--- src/rtl/ex_muldiv.sv ---
// ex_muldiv: iterative RV32M multiply/divide unit beside the execute stage.
// Define MULDIV_FAST_MUL_EN for single-cycle combinational multiplies.
`ifndef AluOpBus
`define AluOpBus 7:0
`endif
`ifndef EXE_MUL_OP
`define EXE_MUL_OP    8'b1100_0000
`endif
`ifndef EXE_MULH_OP
`define EXE_MULH_OP   8'b1100_0001
`endif
`ifndef EXE_MULHSU_OP
`define EXE_MULHSU_OP 8'b1100_0010
`endif
`ifndef EXE_MULHU_OP
`define EXE_MULHU_OP  8'b1100_0011
`endif
`ifndef EXE_DIV_OP
`define EXE_DIV_OP    8'b1100_0100
`endif
`ifndef EXE_DIVU_OP
`define EXE_DIVU_OP   8'b1100_0101
`endif
`ifndef EXE_REM_OP
`define EXE_REM_OP    8'b1100_0110
`endif
`ifndef EXE_REMU_OP
`define EXE_REMU_OP   8'b1100_0111
`endif

module ex_muldiv (
    input  logic             clk,
    input  logic             rst,
    input  logic [`AluOpBus] ex_aluop,
    input  logic [31:0]      ex_reg1,
    input  logic [31:0]      ex_reg2,
    input  logic [4:0]       ex_wd,
    input  logic             ex_wreg,
    input  logic             flush,
    output logic             md_stallreq,
    output logic             md_valid,
    output logic [31:0]      md_result,
    output logic [4:0]       md_wd,
    output logic             md_wreg
);

    typedef enum logic [1:0] {
        IDLE,
        CALC,
        DONE
    } state_t;

    state_t state;
    state_t state_nx;

    logic [`AluOpBus] op_q;
    logic [4:0]       wd_q;
    logic             wreg_q;
    logic             mul_q;
    logic             neg_q;
    logic             neg_r;
    logic [4:0]       cnt;
    logic [63:0]      acc;
    logic [63:0]      mcand;
    logic [31:0]      shreg;

    logic        in_mop;
    logic        in_mul;
    logic        a_sgn;
    logic        b_sgn;
    logic [31:0] a_mag;
    logic [31:0] b_mag;
    logic        div_zero;
    logic        div_ovf;
    logic        fast_mul;
    logic        accept;
    logic        shortcut;

    logic [32:0] rem_sh;
    logic        take;
    logic [31:0] diff;

    logic [63:0] prod;
    logic [31:0] quo;
    logic [31:0] remv;
    logic [31:0] res;

    // Operand signedness per op; anything unlisted is not an M-op.
    always_comb begin
        in_mop = 1'b1;
        in_mul = 1'b0;
        a_sgn  = 1'b0;
        b_sgn  = 1'b0;
        case (ex_aluop)
            `EXE_MUL_OP: begin
                in_mul = 1'b1;
                a_sgn  = 1'b1;
                b_sgn  = 1'b1;
            end
            `EXE_MULH_OP: begin
                in_mul = 1'b1;
                a_sgn  = 1'b1;
                b_sgn  = 1'b1;
            end
            `EXE_MULHSU_OP: begin
                in_mul = 1'b1;
                a_sgn  = 1'b1;
            end
            `EXE_MULHU_OP: begin
                in_mul = 1'b1;
            end
            `EXE_DIV_OP, `EXE_REM_OP: begin
                a_sgn = 1'b1;
                b_sgn = 1'b1;
            end
            `EXE_DIVU_OP, `EXE_REMU_OP: begin
                in_mop = 1'b1;
            end
            default: begin
                in_mop = 1'b0;
            end
        endcase
    end

    assign a_mag = (a_sgn && ex_reg1[31]) ? (~ex_reg1 + 32'd1) : ex_reg1;
    assign b_mag = (b_sgn && ex_reg2[31]) ? (~ex_reg2 + 32'd1) : ex_reg2;

    assign div_zero = in_mop && !in_mul && (ex_reg2 == 32'd0);
    assign div_ovf  = in_mop && !in_mul && a_sgn
                   && (ex_reg1 == 32'h8000_0000)
                   && (ex_reg2 == 32'hFFFF_FFFF);

`ifdef MULDIV_FAST_MUL_EN
    assign fast_mul = in_mop && in_mul;
`else
    assign fast_mul = 1'b0;
`endif

    assign accept   = (state == IDLE) && in_mop && !flush;
    assign shortcut = div_zero || div_ovf || fast_mul;

    // One restoring-division step: remainder lives in acc[31:0],
    // dividend bits shift out of shreg while quotient bits shift in.
    assign rem_sh = {acc[31:0], shreg[31]};
    assign take   = rem_sh >= {1'b0, mcand[31:0]};
    assign diff   = rem_sh[31:0] - mcand[31:0];

    always_ff @(posedge clk) begin
        if (rst) begin
            state <= IDLE;
        end else begin
            state <= state_nx;
        end
    end

    always_comb begin
        state_nx    = state;
        md_stallreq = 1'b0;
        md_valid    = 1'b0;
        md_result   = 32'd0;
        md_wd       = 5'd0;
        md_wreg     = 1'b0;
        unique case (state)
            IDLE: begin
                if (accept) begin
                    md_stallreq = 1'b1;
                    state_nx    = shortcut ? DONE : CALC;
                end
            end
            CALC: begin
                md_stallreq = 1'b1;
                if (cnt == 5'd31) begin
                    state_nx = DONE;
                end
            end
            DONE: begin
                state_nx = IDLE;
                if (!flush) begin
                    md_valid  = 1'b1;
                    md_result = res;
                    md_wd     = wd_q;
                    md_wreg   = wreg_q;
                end
            end
            default: begin
                state_nx = IDLE;
            end
        endcase
        if (flush) begin
            state_nx = IDLE;
        end
        if (rst) begin
            md_stallreq = 1'b0;
        end
    end

    always_ff @(posedge clk) begin
        if (rst) begin
            op_q   <= '0;
            wd_q   <= 5'd0;
            wreg_q <= 1'b0;
            mul_q  <= 1'b0;
            neg_q  <= 1'b0;
            neg_r  <= 1'b0;
            cnt    <= 5'd0;
            acc    <= 64'd0;
            mcand  <= 64'd0;
            shreg  <= 32'd0;
        end else if (accept) begin
            op_q   <= ex_aluop;
            wd_q   <= ex_wd;
            wreg_q <= ex_wreg;
            mul_q  <= in_mul;
            cnt    <= 5'd0;
            neg_q  <= (a_sgn & ex_reg1[31]) ^ (b_sgn & ex_reg2[31]);
            neg_r  <= a_sgn & ex_reg1[31];
            mcand  <= {32'd0, in_mul ? a_mag : b_mag};
            shreg  <= in_mul ? b_mag : a_mag;
            acc    <= 64'd0;
            if (div_zero) begin
                neg_q <= 1'b0;
                neg_r <= 1'b0;
                shreg <= 32'hFFFF_FFFF;
                acc   <= {32'd0, ex_reg1};
            end else if (div_ovf) begin
                neg_q <= 1'b0;
                neg_r <= 1'b0;
                shreg <= 32'h8000_0000;
            end
`ifdef MULDIV_FAST_MUL_EN
            else if (fast_mul) begin
                acc <= {32'd0, a_mag} * {32'd0, b_mag};
            end
`endif
        end else if (state == CALC) begin
            cnt <= cnt + 5'd1;
            if (mul_q) begin
                if (shreg[0]) begin
                    acc <= acc + mcand;
                end
                mcand <= {mcand[62:0], 1'b0};
                shreg <= {1'b0, shreg[31:1]};
            end else begin
                acc   <= {32'd0, take ? diff : rem_sh[31:0]};
                shreg <= {shreg[30:0], take};
            end
        end
    end

    // Sign fix-up of the magnitude results and final selection.
    always_comb begin
        prod = neg_q ? (~acc + 64'd1) : acc;
        quo  = neg_q ? (~shreg + 32'd1) : shreg;
        remv = neg_r ? (~acc[31:0] + 32'd1) : acc[31:0];
        res  = 32'd0;
        case (op_q)
            `EXE_MUL_OP: begin
                res = prod[31:0];
            end
            `EXE_MULH_OP, `EXE_MULHSU_OP, `EXE_MULHU_OP: begin
                res = prod[63:32];
            end
            `EXE_DIV_OP, `EXE_DIVU_OP: begin
                res = quo;
            end
            `EXE_REM_OP, `EXE_REMU_OP: begin
                res = remv;
            end
            default: begin
                res = 32'd0;
            end
        endcase
    end

endmodule

--- config.mk ---
export PLATFORM = sky130hd
export DESIGN_NAME = ex_muldiv
export DESIGN_NICKNAME = d
export VERILOG_FILES = /design/src/rtl/ex_muldiv.sv
export SDC_FILE = /design/constraint.sdc
export NUM_CORES = 1
export LEC_CHECK = 0
export BUFFER_PORTS_ARGS = -buffer_cell sky130_fd_sc_hd__buf_2
export CORE_MARGIN = 1
export CORE_UTILIZATION = 55
export DETAILED_ROUTE_END_ITERATION = 6
export PLACE_DENSITY = 0.75
export REMOVE_ABC_BUFFERS = 1
export SLEW_MARGIN = 20
export SYNTH_ARGS = -nofsm -noshare
export SYNTH_HDL_FRONTEND = slang
export SYNTH_SLANG_ARGS = --single-unit
--- constraint.sdc ---
create_clock -name clk -period 4.3 [get_ports clk]
set_clock_uncertainty 0.2 [all_clocks]
set_input_delay 0.645 -clock clk [delete_from_list [all_inputs] [get_ports clk]]
set_output_delay 0.645 -clock clk [all_outputs]
set_load 0.02 [all_outputs]
==> impl_metrics.ini <==
[timing]
post-route-min-period_ns = 4.563
timing.fmax_ghz = 0.2191
tightest_slew_ns = 1.173
tns_ns = -1.964
hold_violations = 0
hold_ws_ns = 0.2127
setup_viol = 13
grt_setup_unrepaired = true
drv_slew = 0
slew_headroom_pct = 19.77
post-route-period-util_pct = 106.1
fin_ws_ns = -0.2633

[critical_path]
critPathArrivalTime_ns = 3.72
cp-end-kind = primary output
worstPathRequired_ns = 3.45
crit_fanout = 4
r2r_start = acc[0]
rr_worst_depth = 15
worstSetupPathType = reg -> out
startpoint_type = register
reg2reg_slack_ns = 0.12
r2r_end = acc[28]

[min_path]
min_to = wreg_q
min-delay-path-class = in -> reg
min-delay-start = ex_wreg
holdPathStages = 3

[finish]
drive_gt1_share_pct = 17.51
area_growth_pct = 17.30
fin_area_um2 = 21210
n_antenna_cell = 0
final_util_pct = 65.34
nNetsFinal = 2875

[power_and_ir_drop]
power.leakage_nw = 8.944
vdd_drop_max_mv = 0.3181
powerDensity_nw_per_um2 = 217.8
p_total_mw = 4.619

[synthesis]
seq_area_frac_synth_pct = 20.38
synthTopCellsByArea = dfxtp_1 (20%), a21oi_1 (8.8%), xnor2_1 (7.3%)
synth.most_common_cell = a21oi_1
synth_top_area_share_pct = 20.38
ys_ff_latch = 184
synth_warnings = 0
synth_edf_count = 0
syn_inst = 2535
yosysUniqueCellTypes = 86
syn_avg_cell_area_um2 = 7.132
synth.largest_area_cell = dfxtp_1
synth_top_cells_by_count = a21oi_1 (319), nand2_1 (297), nor2_1 (204), o21ai_0 (204), dfxtp_1 (184)
synthArstFlopShare_pct = 0
synthesis.area_um2 = 18080
synth_ff_type = dfxtp_1

[cts]
cts_tree = done
cts.clk_slew.worst_paths_ns = 0.08
cts_buffer_depth = 2
htree_levels = 4
cts.sinks = 184
cts_buffers = 17
clock-root-buffer = clkbuf_16
worstSkewPairLatency_ns = 0.47

[detailed_routing]
highest_layer = met5
ant_nets = 0
route.met2.wl_um = 31950
first_pass_iters = 7
avgViaCountPerCell = 6.787
wirelength_um = 76190
drc_errors = 0
routed-via-count = 21340
first_iter_violations = 2763
route.met3.wl_um = 8972
wl_met1_um = 30200
post_drt_wl_per_cell_um = 24.23

[floorplan]
ios = 121
initial_utilization_pct = 55.71
placementRows = 66
dieArea_um2 = 33600
core_area_um2 = 32450
die_x_um = 183.3
die_h_um = 183.3

[grt]
grtUsageTotal_pct = 44.34
grt_start_max_net_pins = 77
grt_pass1_vias = 19170
antenna_found_initial = 1
grt_pass1_wl_um = 113300
overflow = 0

[job]
drv_cap = 0

[placed_design]
gp_congestion = 1.051
io_buffers = 120
dpl_cell_area_um2 = 19970
dp_hpwl_um = 58440

[status]
status = finished, violations left
violations = setup timing
## layout by cell type (no fill, tap or decap), types with 30 or more instances in the layout
master / n
a21oi_1: 316
xor2_1: 61
dfxtp_1: 170
buf_2: 106
o21ai_0: 190
xnor2_1: 143
o211ai_1: 30
nor2_1: 195
a211oi_1: 41
inv_1: 65
a21o_1: 68
nor3_1: 58
ha_1: 101
a221oi_1: 32
nand2_1: 291
nand3_1: 41
a22oi_1: 33
mux2i_1: 38
buf_4: 179
## timing repair
| action | CTS | global route |
|---|---|---|
| gates resized for setup | 64 | 64 |
| pin swaps | 16 | 17 |
| hold buffers | 0 | 0 |
| setup buffers | 6 | 12 |
| setup endpoints to repair | 25 | 30 |
| gates cloned | 0 | 0 |
| hold endpoints to repair | 0 | 0 |
## power by group
group / internal [mW] / switching (mW) / total (mW)
registers: 1.71 / 0.0241 / 1.74
clock network: 0.871 / 0.794 / 1.67
logic: 0.510 / 0.706 / 1.22
total: 3.09 / 1.52 / 4.62
## registers in the layout, indices dropped and copies added, names as in the netlist
name and count:
acc 64, mul_q 1, op_q 8, wd_q 5, neg_q 1, cnt 5
state 2, mcand 64, wreg_q 1, shreg 32, neg_r 1
## worst max-delay path: stages (launching register included)
cell and delay [ns]:
dfxtp_2 0.33, inv_2 0.07, ha_4 0.14, or3b_4 0.37, or3_4 0.43, or3_1 0.40
nor2_2 0.14, nand2_1 0.12, o21ai_1 0.17, xnor2_1 0.09, a222oi_1 0.59, a21oi_1 0.20
buf_2 0.21
## worst max path at each step
stage | depth (start not counted) | endpoint | slack (ns) | startpoint
floorplan | 9 | acc[29] | -1.74 | ex_aluop[3]
global route | 15 | md_result[28] | -0.36 | acc[1]
CTS | 14 | md_result[24] | -0.15 | acc[0]
detailed placement | 14 | md_result[0] | 0.19 | acc[0]
finish | 12 | md_result[14] | -0.26 | acc[0]
global placement | 14 | md_result[0] | 0.18 | acc[0]
## metal layers
metal  track usage, %  up-vias
li1                 -     9632
met1            57.51    10070
met2            65.87     1368
met3            11.38      267
met4            26.53        2
met5                0        -
## kinds of logic (layout without fill, tap and decap cells)
kind of cell | Yosys count | count (layout) | share of synthesized area, %
AO/OA/AOI/OAI | 940 | 940 | 33.03
AND/OR/NAND/NOR | 811 | 811 | 20.96
buffers and inverters | 227 | 394 | 4.782
XOR/XNOR | 211 | 211 | 10.22
flip-flops | 184 | 184 | 20.38
adder cells (fa/ha/maj) | 104 | 104 | 7.281
multiplexers | 58 | 58 | 3.350
## stage by stage
stage / setup slack (ns) / cells
5_1_grt: -0.3561 / 3144
4_1_cts: -0.1497 / 3132
6_report: -0.2633 / 3144
2_1_floorplan: -1.743 / 2375
3_3_place_gp: 0.1750 / 3095
3_5_place_dp: 0.1915 / 3095
## area by class of cell
class / count / area (um2)
clock buffer: 17 / 425.4
clock inverter: 14 / 165.2
inverter: 67 / 251.5
tap: 442 / 553.0
timing repair buffer: 296 / 2068
fill: 2937 / 11250
multi-input combinational: 2124 / 14040
sequential: 184 / 3706
(Power assumes the default switching activity.)
